<file path="src/rtl/chronos_mem_pkg.sv">
// Shared types for the core memory-port arbiter: FSM states, owner ids, access sizes.
// Latency: n/a (types and a pure combinational helper only).
// Backpressure: n/a.
package chronos_mem_pkg;

    typedef enum logic [1:0] {
        ST_IDLE = 2'd0,
        ST_REQ  = 2'd1,
        ST_RESP = 2'd2,
        ST_ERR  = 2'd3
    } state_e;

    typedef enum logic {
        OWN_IF = 1'b0,
        OWN_DM = 1'b1
    } owner_e;

    localparam logic [1:0] SZ_B = 2'b00;
    localparam logic [1:0] SZ_H = 2'b01;
    localparam logic [1:0] SZ_W = 2'b10;

    // Halfwords need addr[0]==0, words need addr[1:0]==0; bytes never fault.
    function automatic logic is_misaligned(input logic [1:0] size, input logic [1:0] addr_lo);
        logic mis;
        mis = 1'b0;
        case (size)
            SZ_H:    mis = addr_lo[0];
            SZ_W:    mis = |addr_lo;
            default: mis = 1'b0;
        endcase
        return mis;
    endfunction

endpackage

</file>
<file path="src/rtl/mem_arb_pick.sv">
// Chooses which requester gets the memory port when the arbiter is free to grant.
// Latency: purely combinational.
// Backpressure: none; the caller qualifies the result with its own accept condition.
// CHRONOS_ARB_RR_EN selects alternating priority on contention; otherwise data always wins.
module mem_arb_pick
    import chronos_mem_pkg::*;
(
    input  logic if_req,
    input  logic dm_req,
`ifdef CHRONOS_ARB_RR_EN
    input  logic last_grant,
`endif
    output logic gnt_if,
    output logic gnt_dm
);

    // One-hot pick; a lone requester always wins, contention goes to the policy.
    always_comb begin
        gnt_if = 1'b0;
        gnt_dm = 1'b0;
        if (if_req && dm_req) begin
`ifdef CHRONOS_ARB_RR_EN
            if (last_grant == OWN_DM) begin
                gnt_if = 1'b1;
            end else begin
                gnt_dm = 1'b1;
            end
`else
            gnt_dm = 1'b1;
`endif
        end else begin
            gnt_if = if_req;
            gnt_dm = dm_req;
        end
    end

endmodule

</file>
<file path="src/rtl/mem_port_arbiter.sv">
// Shares one memory port between fetch and data requesters, one transaction in flight.
// Latency: grant t, mem_req t+1, owner rvalid one cycle after mem_rvalid; misaligned data errors at t+1.
// Backpressure: requesters hold until gnt; mem_req held until mem_ready. Macro: CHRONOS_ARB_RR_EN.
module mem_port_arbiter
    import chronos_mem_pkg::*;
#(
    parameter int ADDR_W = 32,
    parameter int DATA_W = 32
) (
    input  logic              clk,
    input  logic              rst,
    input  logic              if_req,
    input  logic [ADDR_W-1:0] if_addr,
    input  logic              if_flush,
    output logic              if_gnt,
    output logic              if_rvalid,
    output logic [DATA_W-1:0] if_rdata,
    input  logic              dm_req,
    input  logic              dm_we,
    input  logic [1:0]        dm_size,
    input  logic [ADDR_W-1:0] dm_addr,
    input  logic [DATA_W-1:0] dm_wdata,
    output logic              dm_gnt,
    output logic              dm_rvalid,
    output logic [DATA_W-1:0] dm_rdata,
    output logic              dm_err,
    output logic              mem_req,
    output logic              mem_we,
    output logic [1:0]        mem_size,
    output logic [ADDR_W-1:0] mem_addr,
    output logic [DATA_W-1:0] mem_wdata,
    input  logic              mem_ready,
    input  logic              mem_rvalid,
    input  logic [DATA_W-1:0] mem_rdata
);

    state_e            state_q, state_d;
    owner_e            owner_q, owner_d;
    logic              discard_q, discard_d;
    logic              mem_we_q, mem_we_d;
    logic [1:0]        mem_size_q, mem_size_d;
    logic [ADDR_W-1:0] mem_addr_q, mem_addr_d;
    logic [DATA_W-1:0] mem_wdata_q, mem_wdata_d;
    logic              if_rvalid_q, if_rvalid_d;
    logic              dm_rvalid_q, dm_rvalid_d;
    logic              dm_err_q, dm_err_d;
    logic [DATA_W-1:0] rdata_q, rdata_d;
`ifdef CHRONOS_ARB_RR_EN
    owner_e            last_grant_q, last_grant_d;
`endif

    logic accept;
    logic pick_if;
    logic pick_dm;
    logic dm_mis;

    // ERR is the cycle the error response is presented, so it arbitrates like IDLE.
    assign accept = rst && ((state_q == ST_IDLE) || (state_q == ST_ERR));
    assign dm_mis = is_misaligned(dm_size, dm_addr[1:0]);

    mem_arb_pick u_pick (
        .if_req     (if_req),
        .dm_req     (dm_req),
`ifdef CHRONOS_ARB_RR_EN
        .last_grant (last_grant_q),
`endif
        .gnt_if     (pick_if),
        .gnt_dm     (pick_dm)
    );

    assign if_gnt    = accept && pick_if;
    assign dm_gnt    = accept && pick_dm;
    assign mem_req   = (state_q == ST_REQ);
    assign mem_we    = mem_we_q;
    assign mem_size  = mem_size_q;
    assign mem_addr  = mem_addr_q;
    assign mem_wdata = mem_wdata_q;
    assign if_rvalid = if_rvalid_q;
    assign dm_rvalid = dm_rvalid_q;
    assign dm_err    = dm_err_q;
    assign if_rdata  = if_rvalid_q ? rdata_q : '0;
    assign dm_rdata  = dm_rvalid_q ? rdata_q : '0;

    // Next-state, payload capture, discard tracking and response routing.
    always_comb begin
        state_d     = state_q;
        owner_d     = owner_q;
        discard_d   = discard_q;
        mem_we_d    = mem_we_q;
        mem_size_d  = mem_size_q;
        mem_addr_d  = mem_addr_q;
        mem_wdata_d = mem_wdata_q;
        if_rvalid_d = 1'b0;
        dm_rvalid_d = 1'b0;
        dm_err_d    = 1'b0;
        rdata_d     = '0;
`ifdef CHRONOS_ARB_RR_EN
        last_grant_d = last_grant_q;
`endif
        case (state_q)
            ST_IDLE, ST_ERR: begin
                state_d   = ST_IDLE;
                discard_d = 1'b0;
                if (dm_gnt) begin
                    owner_d     = OWN_DM;
                    mem_we_d    = dm_we;
                    mem_size_d  = dm_size;
                    mem_addr_d  = dm_addr;
                    mem_wdata_d = dm_wdata;
                    if (dm_mis) begin
                        // Never reaches memory; the error answer is ready next cycle.
                        state_d     = ST_ERR;
                        dm_rvalid_d = 1'b1;
                        dm_err_d    = 1'b1;
                    end else begin
                        state_d = ST_REQ;
                    end
                end else if (if_gnt) begin
                    owner_d     = OWN_IF;
                    mem_we_d    = 1'b0;
                    mem_size_d  = SZ_W;
                    mem_addr_d  = if_addr;
                    mem_wdata_d = '0;
                    state_d     = ST_REQ;
                    discard_d   = if_flush;
                end
`ifdef CHRONOS_ARB_RR_EN
                if (dm_gnt) begin
                    last_grant_d = OWN_DM;
                end else if (if_gnt) begin
                    last_grant_d = OWN_IF;
                end
`endif
            end
            ST_REQ: begin
                if (owner_q == OWN_IF && if_flush) begin
                    discard_d = 1'b1;
                end
                if (mem_ready) begin
                    state_d = ST_RESP;
                end
            end
            ST_RESP: begin
                if (mem_rvalid) begin
                    state_d   = ST_IDLE;
                    discard_d = 1'b0;
                    if (owner_q == OWN_DM) begin
                        dm_rvalid_d = 1'b1;
                        rdata_d     = mem_we_q ? '0 : mem_rdata;
                    end else if (!(discard_q || if_flush)) begin
                        // A flush in the response cycle itself still kills the fetch.
                        if_rvalid_d = 1'b1;
                        rdata_d     = mem_rdata;
                    end
                end else if (owner_q == OWN_IF && if_flush) begin
                    discard_d = 1'b1;
                end
            end
            default: state_d = ST_IDLE;
        endcase
    end

    // State and output registers; reset abandons any in-flight transaction.
    always_ff @(posedge clk) begin
        if (!rst) begin
            state_q     <= ST_IDLE;
            owner_q     <= OWN_IF;
            discard_q   <= 1'b0;
            mem_we_q    <= 1'b0;
            mem_size_q  <= 2'b00;
            mem_addr_q  <= '0;
            mem_wdata_q <= '0;
            if_rvalid_q <= 1'b0;
            dm_rvalid_q <= 1'b0;
            dm_err_q    <= 1'b0;
            rdata_q     <= '0;
`ifdef CHRONOS_ARB_RR_EN
            last_grant_q <= OWN_IF;
`endif
        end else begin
            state_q     <= state_d;
            owner_q     <= owner_d;
            discard_q   <= discard_d;
            mem_we_q    <= mem_we_d;
            mem_size_q  <= mem_size_d;
            mem_addr_q  <= mem_addr_d;
            mem_wdata_q <= mem_wdata_d;
            if_rvalid_q <= if_rvalid_d;
            dm_rvalid_q <= dm_rvalid_d;
            dm_err_q    <= dm_err_d;
            rdata_q     <= rdata_d;
`ifdef CHRONOS_ARB_RR_EN
            last_grant_q <= last_grant_d;
`endif
        end
    end

endmodule

</file>
<file path="config.mk">
export PLATFORM = sky130hd
export DESIGN_NAME = mem_port_arbiter
export DESIGN_NICKNAME = d
export VERILOG_FILES = /design/src/rtl/chronos_mem_pkg.sv /design/src/rtl/mem_arb_pick.sv /design/src/rtl/mem_port_arbiter.sv
export SDC_FILE = /design/constraint.sdc
export NUM_CORES = 1
export LEC_CHECK = 0
export BUFFER_PORTS_ARGS = -buffer_cell sky130_fd_sc_hd__buf_2
export CAP_MARGIN = 40
export CORE_AREA = 2 2 107 109
export CTS_BUF_LIST = sky130_fd_sc_hd__clkbuf_2 sky130_fd_sc_hd__clkbuf_4 sky130_fd_sc_hd__clkbuf_8
export DETAILED_ROUTE_END_ITERATION = 8
export DIE_AREA = 0 0 109 111
export GPL_TIMING_DRIVEN = 0
export HOLD_SLACK_MARGIN = 0.06
export PLACE_DENSITY = 0.79
export SYNTH_ARGS = -nofsm -noshare
export SYNTH_HDL_FRONTEND = slang
export SYNTH_SLANG_ARGS = --single-unit
</file>
<file path="constraint.sdc">
create_clock -name clk -period 3.8 [get_ports clk]
set_clock_uncertainty 0.05 [all_clocks]
set_input_delay 0.19 -clock clk [delete_from_list [all_inputs] [get_ports clk]]
set_output_delay 0.19 -clock clk [all_outputs]
set_load 0.03 [all_outputs]
</file>
# == After elaboration in Yosys (flattened, before gate mapping) ==
# Cells that the tools add are included.
# totals
output_inout_bits,137
elab_cells,72
register_bits,106
input_bits,138
# classes
n_eq_ne,7
mux,34
n_reduce_logical,16
bitwise_logic,4
# op_table
operator,n
$mux 32,9
$mux 1,15
$mux 2,6
$eq 2x2->1 const B,3
$pmux 2 s3,1
$reduce_and 2->1,3
$logic_and 1x1->1,5
$eq 2x1->1 const B,2
$not 1->1,4
$pmux 1 s2,2
$reduce_or 2->1,2
$reduce_or 4->1,1
$pmux 1 s3,1
$reduce_and 3->1,1
$logic_not 2->1,1
$logic_or 1x1->1,2
$ne 2x1->1 const B,1
$ne 2x2->1 const B,1
$reduce_bool 2->1,1

# == Longest topological paths before layout ==
# depth
ltp_word,7
depth_mapped,7
mapped_depth_nobuf,6

# == Hierarchy ==
# Synthesis repeated with hierarchy kept, for this count alone.
# hier_totals
hier_cells,474
area_unflattened_um2,4287.9
# by_module_without_submodules
mod,n_inst,seq_area_each_um2,area_each_um2,cells_each
mem_port_arbiter,1,2122.0,4277.9,472
mem_arb_pick,1,0.0,10.0,2

# == Least setup slack after synthesis ==
# Ideal clock, no wire load.
# synth_path
path_type,register to output
start,register state_q[0]
end,output port if_gnt
stages_incl_launch_ff,7
arrival_time_ns,1.704
path_buffers,2
path_slack_ns,1.856
required_ns,3.560
path_cell_list,dfxtp_1 > inv_1 > ha_1 > and3_1 > buf_4 > buf_4 > nor2b_1
# synth_between
elab_chain_len,4
word_cells_on_any_way,5
cone_classes,eq/ne: 1; reduce/logical: 4
# synth_lines
item,line,text
"start, declared",mem_port_arbiter.sv:37,"state_e state_q, state_d;"
"start signal, assigned",mem_port_arbiter.sv:181,state_q <= state_d;
$eq 2x2->1 / $logic_not 2->1 (equally long branches),mem_port_arbiter.sv:58,assign accept = rst && ((state_q == ST_IDLE) || (state_q == ST_ERR));
$logic_or 1x1->1 (*),mem_port_arbiter.sv:58,
$logic_and 1x1->1 (*),mem_port_arbiter.sv:58,
$logic_and 1x1->1 (*),mem_port_arbiter.sv:71,assign if_gnt = accept && pick_if;
"end, declared",mem_port_arbiter.sv:15,"output logic if_gnt,"
# Mark *: on every way between the ends. The rest lies on a longest branch, timed or not.

# == Worst setup path in the final report ==
# layout_path
start,register state_q[0]
end,register mem_addr_q[21] (netlist: mem_addr[21])
# layout_between
elab_chain_len,6
word_cells_on_any_way,10
cone_classes,eq/ne: 1; mux: 1; reduce/logical: 8
# layout_lines
item,line,text
$eq 2x2->1 / $logic_not 2->1 (equally long branches),"mem_port_arbiter.sv:58, mem_port_arbiter.sv:100",
$logic_or 1x1->1,mem_port_arbiter.sv:58,
$logic_and 1x1->1,mem_port_arbiter.sv:58,
$logic_and 1x1->1 (on tied branches),"mem_port_arbiter.sv:71, mem_port_arbiter.sv:72",
$reduce_bool 2->1 (no line),n/a,
$reduce_and 2->1 (no line),n/a,
"end signal, assigned",mem_port_arbiter.sv:186,mem_addr_q <= mem_addr_d;
"end, declared",mem_port_arbiter.sv:42,"logic [ADDR_W-1:0] mem_addr_q, mem_addr_d;"
# Parallel ways exist; a longest one is shown, timed or not.
# A chain may end at the register's enable or synchronous reset.

==> impl_metrics.csv <==
group,metric,value,unit
floorplan,boundaryPins,275,
critical_path,r2r_slack,1180,ps
clock_tree,cts-root-buf,"clkbuf_8",
hold_path,hold_path.class,"input port to register",
detailed_routing,vias,4590,
critical_path,required,4000,ps
detailed_routing,via_per_inst,4.72,
floorplan,start_util,37.7,%
floorplan,die_w,109,um
floorplan,coreArea,0.0111,sq mm
placement,place_area,0.00573,sq mm
layout,area_growth,65.3,%
clock_tree,clk_pin_slew,100,ps
synthesis,synth.top_cell.area_share,50.8,%
synthesis,yosys_warnings,0,
power_and_ir_drop,vdd_drop_max,0.211,mV
global_routing,grt_pass1_vias,4659,
timing,max_freq,0.382,GHz
detailed_routing,postRouteAntennaNets,0,
synthesis,yosysMostFrequentCell,"dfxtp_1",
timing,holdWs,70.9,ps
detailed_routing,drt_wl_total,14.6,mm
power_and_ir_drop,leakagePower,3.43,nW
global_routing,grt_max_degree,16,
global_routing,grt_usage,23.7,%
synthesis,synth_flop_cell,"dfxtp_1",
power_and_ir_drop,p_clk_share,25.5,%
timing,slew-limit-headroom,65.8,%
synthesis,synth_area_leaders,"dfxtp_1, and2_1, mux2i_1, a22oi_1, a21oi_1",
timing,finalCriticalPeriod,2620,ps
clock_tree,cts_resized,0,
floorplan,die_area,0.0121,sq mm
timing,rsz0062_at_grt,"no",
detailed_routing,dr.pass1.iters,4,
clock_tree,cts.htree.levels,3,
power_and_ir_drop,power_density,362,mW/mm^2
detailed_routing,wl_per_cell,15.0,um
clock_tree,cts_made_buffers,9,
layout,fin_area,0.00690,sq mm
synthesis,synthCells,439,
global_routing,antenna_found_initial,2,
synthesis,netlist_area,0.00418,sq mm
critical_path,path_class,"register to register",
global_routing,grt_pass1_wl,22.4,mm
timing,fin_tns_setup,0,ps
clock_tree,clockBufferDepth,2,
synthesis,async_flop_share,0,%
layout,layout-drive-gt1-share,36.5,%
flow_run,cap_violations,0,
clock_tree,cts-hold-fix-buffers,100,
placement,hpwl,9.48,mm
power_and_ir_drop,sw_frac_of_total,30.7,%
power_and_ir_drop,p_sw,0.767,mW
power_and_ir_drop,comb_power_share,25.5,%
placement,port-buffer-count,274,
clock_tree,clk-insertion-delay-late,360,ps
critical_path,cp-end-kind,"register",
timing,fin_crit_sh,68.9,%
outcome,outcome,"completed",
synthesis,synthTopCellsByCount,"dfxtp_1, and2_1, a21oi_1, nor2_1, o21ai_0",
clock_tree,numClockSinks,106,
clock_tree,cts_tree,"yes",
detailed_routing,drc,0,
floorplan,die_y,111,um
placement,gp_congestion,0.814,
synthesis,synth_nets,581,
floorplan,rows,39,
power_and_ir_drop,intPower,1.73,mW
clock_tree,post_cts_buffers,0,
critical_path,cp-start-kind,"register",
synthesis,avgSynthCellArea,9.51,sq um
timing,worstMarginPinSlew,513,ps
layout,nNetsFinal,966,
timing,maxSlewViolCount,0,
detailed_routing,drt-initial-drc-count,194,
critical_path,arrival,2820,ps
synthesis,ys_ff_latch,106,
synthesis,synth_edf_count,0,
power_and_ir_drop,seqPwrFrac,49.0,%
synthesis,synth_cell_types,32,
global_routing,overflow,0,
synthesis,yosysSeqAreaShare,50.8,%
synthesis,yosysTopAreaCell,"dfxtp_1",
timing,hold_viol_final,0,
critical_path,cp_max_fo,10,
timing,finalSetupViolCount,0,
layout,nFillCells,941,
cell usage in the layout (no fill, tap or decap), drive strengths merged, types with 9 or more instances in the layout:
cell,netlist,routed
buf,8,282
and2,96,96
a22oi,34,34
a21oi,35,35
nor2,35,35
dfxtp,106,106
o21ai,35,35
clkbuf,25,37
mux2i,32,32
inv,9,9
dlygate4sd3,0,100
cells by family (layout without fill, tap and decap cells):
family	count (synthesis)	count (layout)	synth area share, %
AOI/OAI and AO/OA	110	110	16.0
adders and majority gates	4	4	1.20
buffers and inverters	42	431	4.43
DFF	106	106	50.8
muxes	32	32	7.67
other	0	1	0
and+or+nand+nor	145	145	19.9
critical path, cell delays in order, from the launching register on:
cell and delay (ps):
dfxtp_1 340, inv_1 50, ha_1 360, nand3_2 140, clkbuf_1 320, clkbuf_1 460, a21oi_1 160, dlygate4sd3_1 610
sequential cells by signal, indices dropped and copies added, names as in the netlist:
name and flops:
state_q 2, dm_rvalid 1, owner_q 1, discard_q 1, rdata_q 32, mem_wdata 32, if_rvalid 1, mem_addr 32
mem_we 1, dm_err 1, mem_size 2
power groups by stage:
stage               Clock (mW)  Combinational (mW)  Sequential (mW)
finish                   0.639               0.637             1.23
global route             0.708               0.690             1.23
CTS                      0.658               0.628             1.22
detailed placement           0               0.537             1.25
global placement             0               0.528             1.25
floorplan                    0               0.209             1.38
routing by layer:
metal	part of all wire [%]	routed length [um]	global-route usage (%)	up-vias
li1	-	-	-	2262
met1	39	5610	24.4	2106
met2	52	7540	44.9	191
met3	6.6	962	5.06	31
met4	3.1	448	10.2	0
met5	0	0	0	-
through the flow:
step	total power, mW	instances	setup slack, ps	utilization, %
5_1_grt	2.63	972	879	62.3
6_report	2.50	972	1180	62.3
3_5_place_dp	1.78	856	1790	51.7
3_3_place_gp	1.77	856	1830	51.7
2_1_floorplan	1.59	439	1860	-
4_1_cts	2.51	971	1270	62.3
path summary, 6_finish.rpt:
check                                         startpoint                        end  cells after the start
worst min register to register  mem_size[1]$_SDFFE_PN0P_   mem_size[1]$_SDFFE_PN0P_                      2
worst min-delay path                         if_addr[19]  mem_addr[19]$_SDFFE_PN0P_                      3
worst max-delay path             state_q[0]$_SDFFE_PN0P_  mem_addr[21]$_SDFFE_PN0P_                      7
worst max register to register   state_q[0]$_SDFFE_PN0P_  mem_addr[21]$_SDFFE_PN0P_                      7
final cells by class:
| class | count | area (sq um) | area share, % |
|---|---|---|---|
| multi-input combinational | 291 | 1870 | 27.1 |
| sequential | 106 | 2120 | 30.7 |
| buffer | 33 | 151 | 2.19 |
| inverter | 9 | 33.8 | 0.489 |
| tap | 143 | 179 | 2.59 |
| antenna | 1 | 2.50 | 0.0362 |
| timing repair buffer | 374 | 2370 | 34.4 |
| clock inverter | 3 | 15.0 | 0.217 |
| clock buffer | 12 | 159 | 2.30 |
Note: power is estimated with default switching activity, not from simulation.
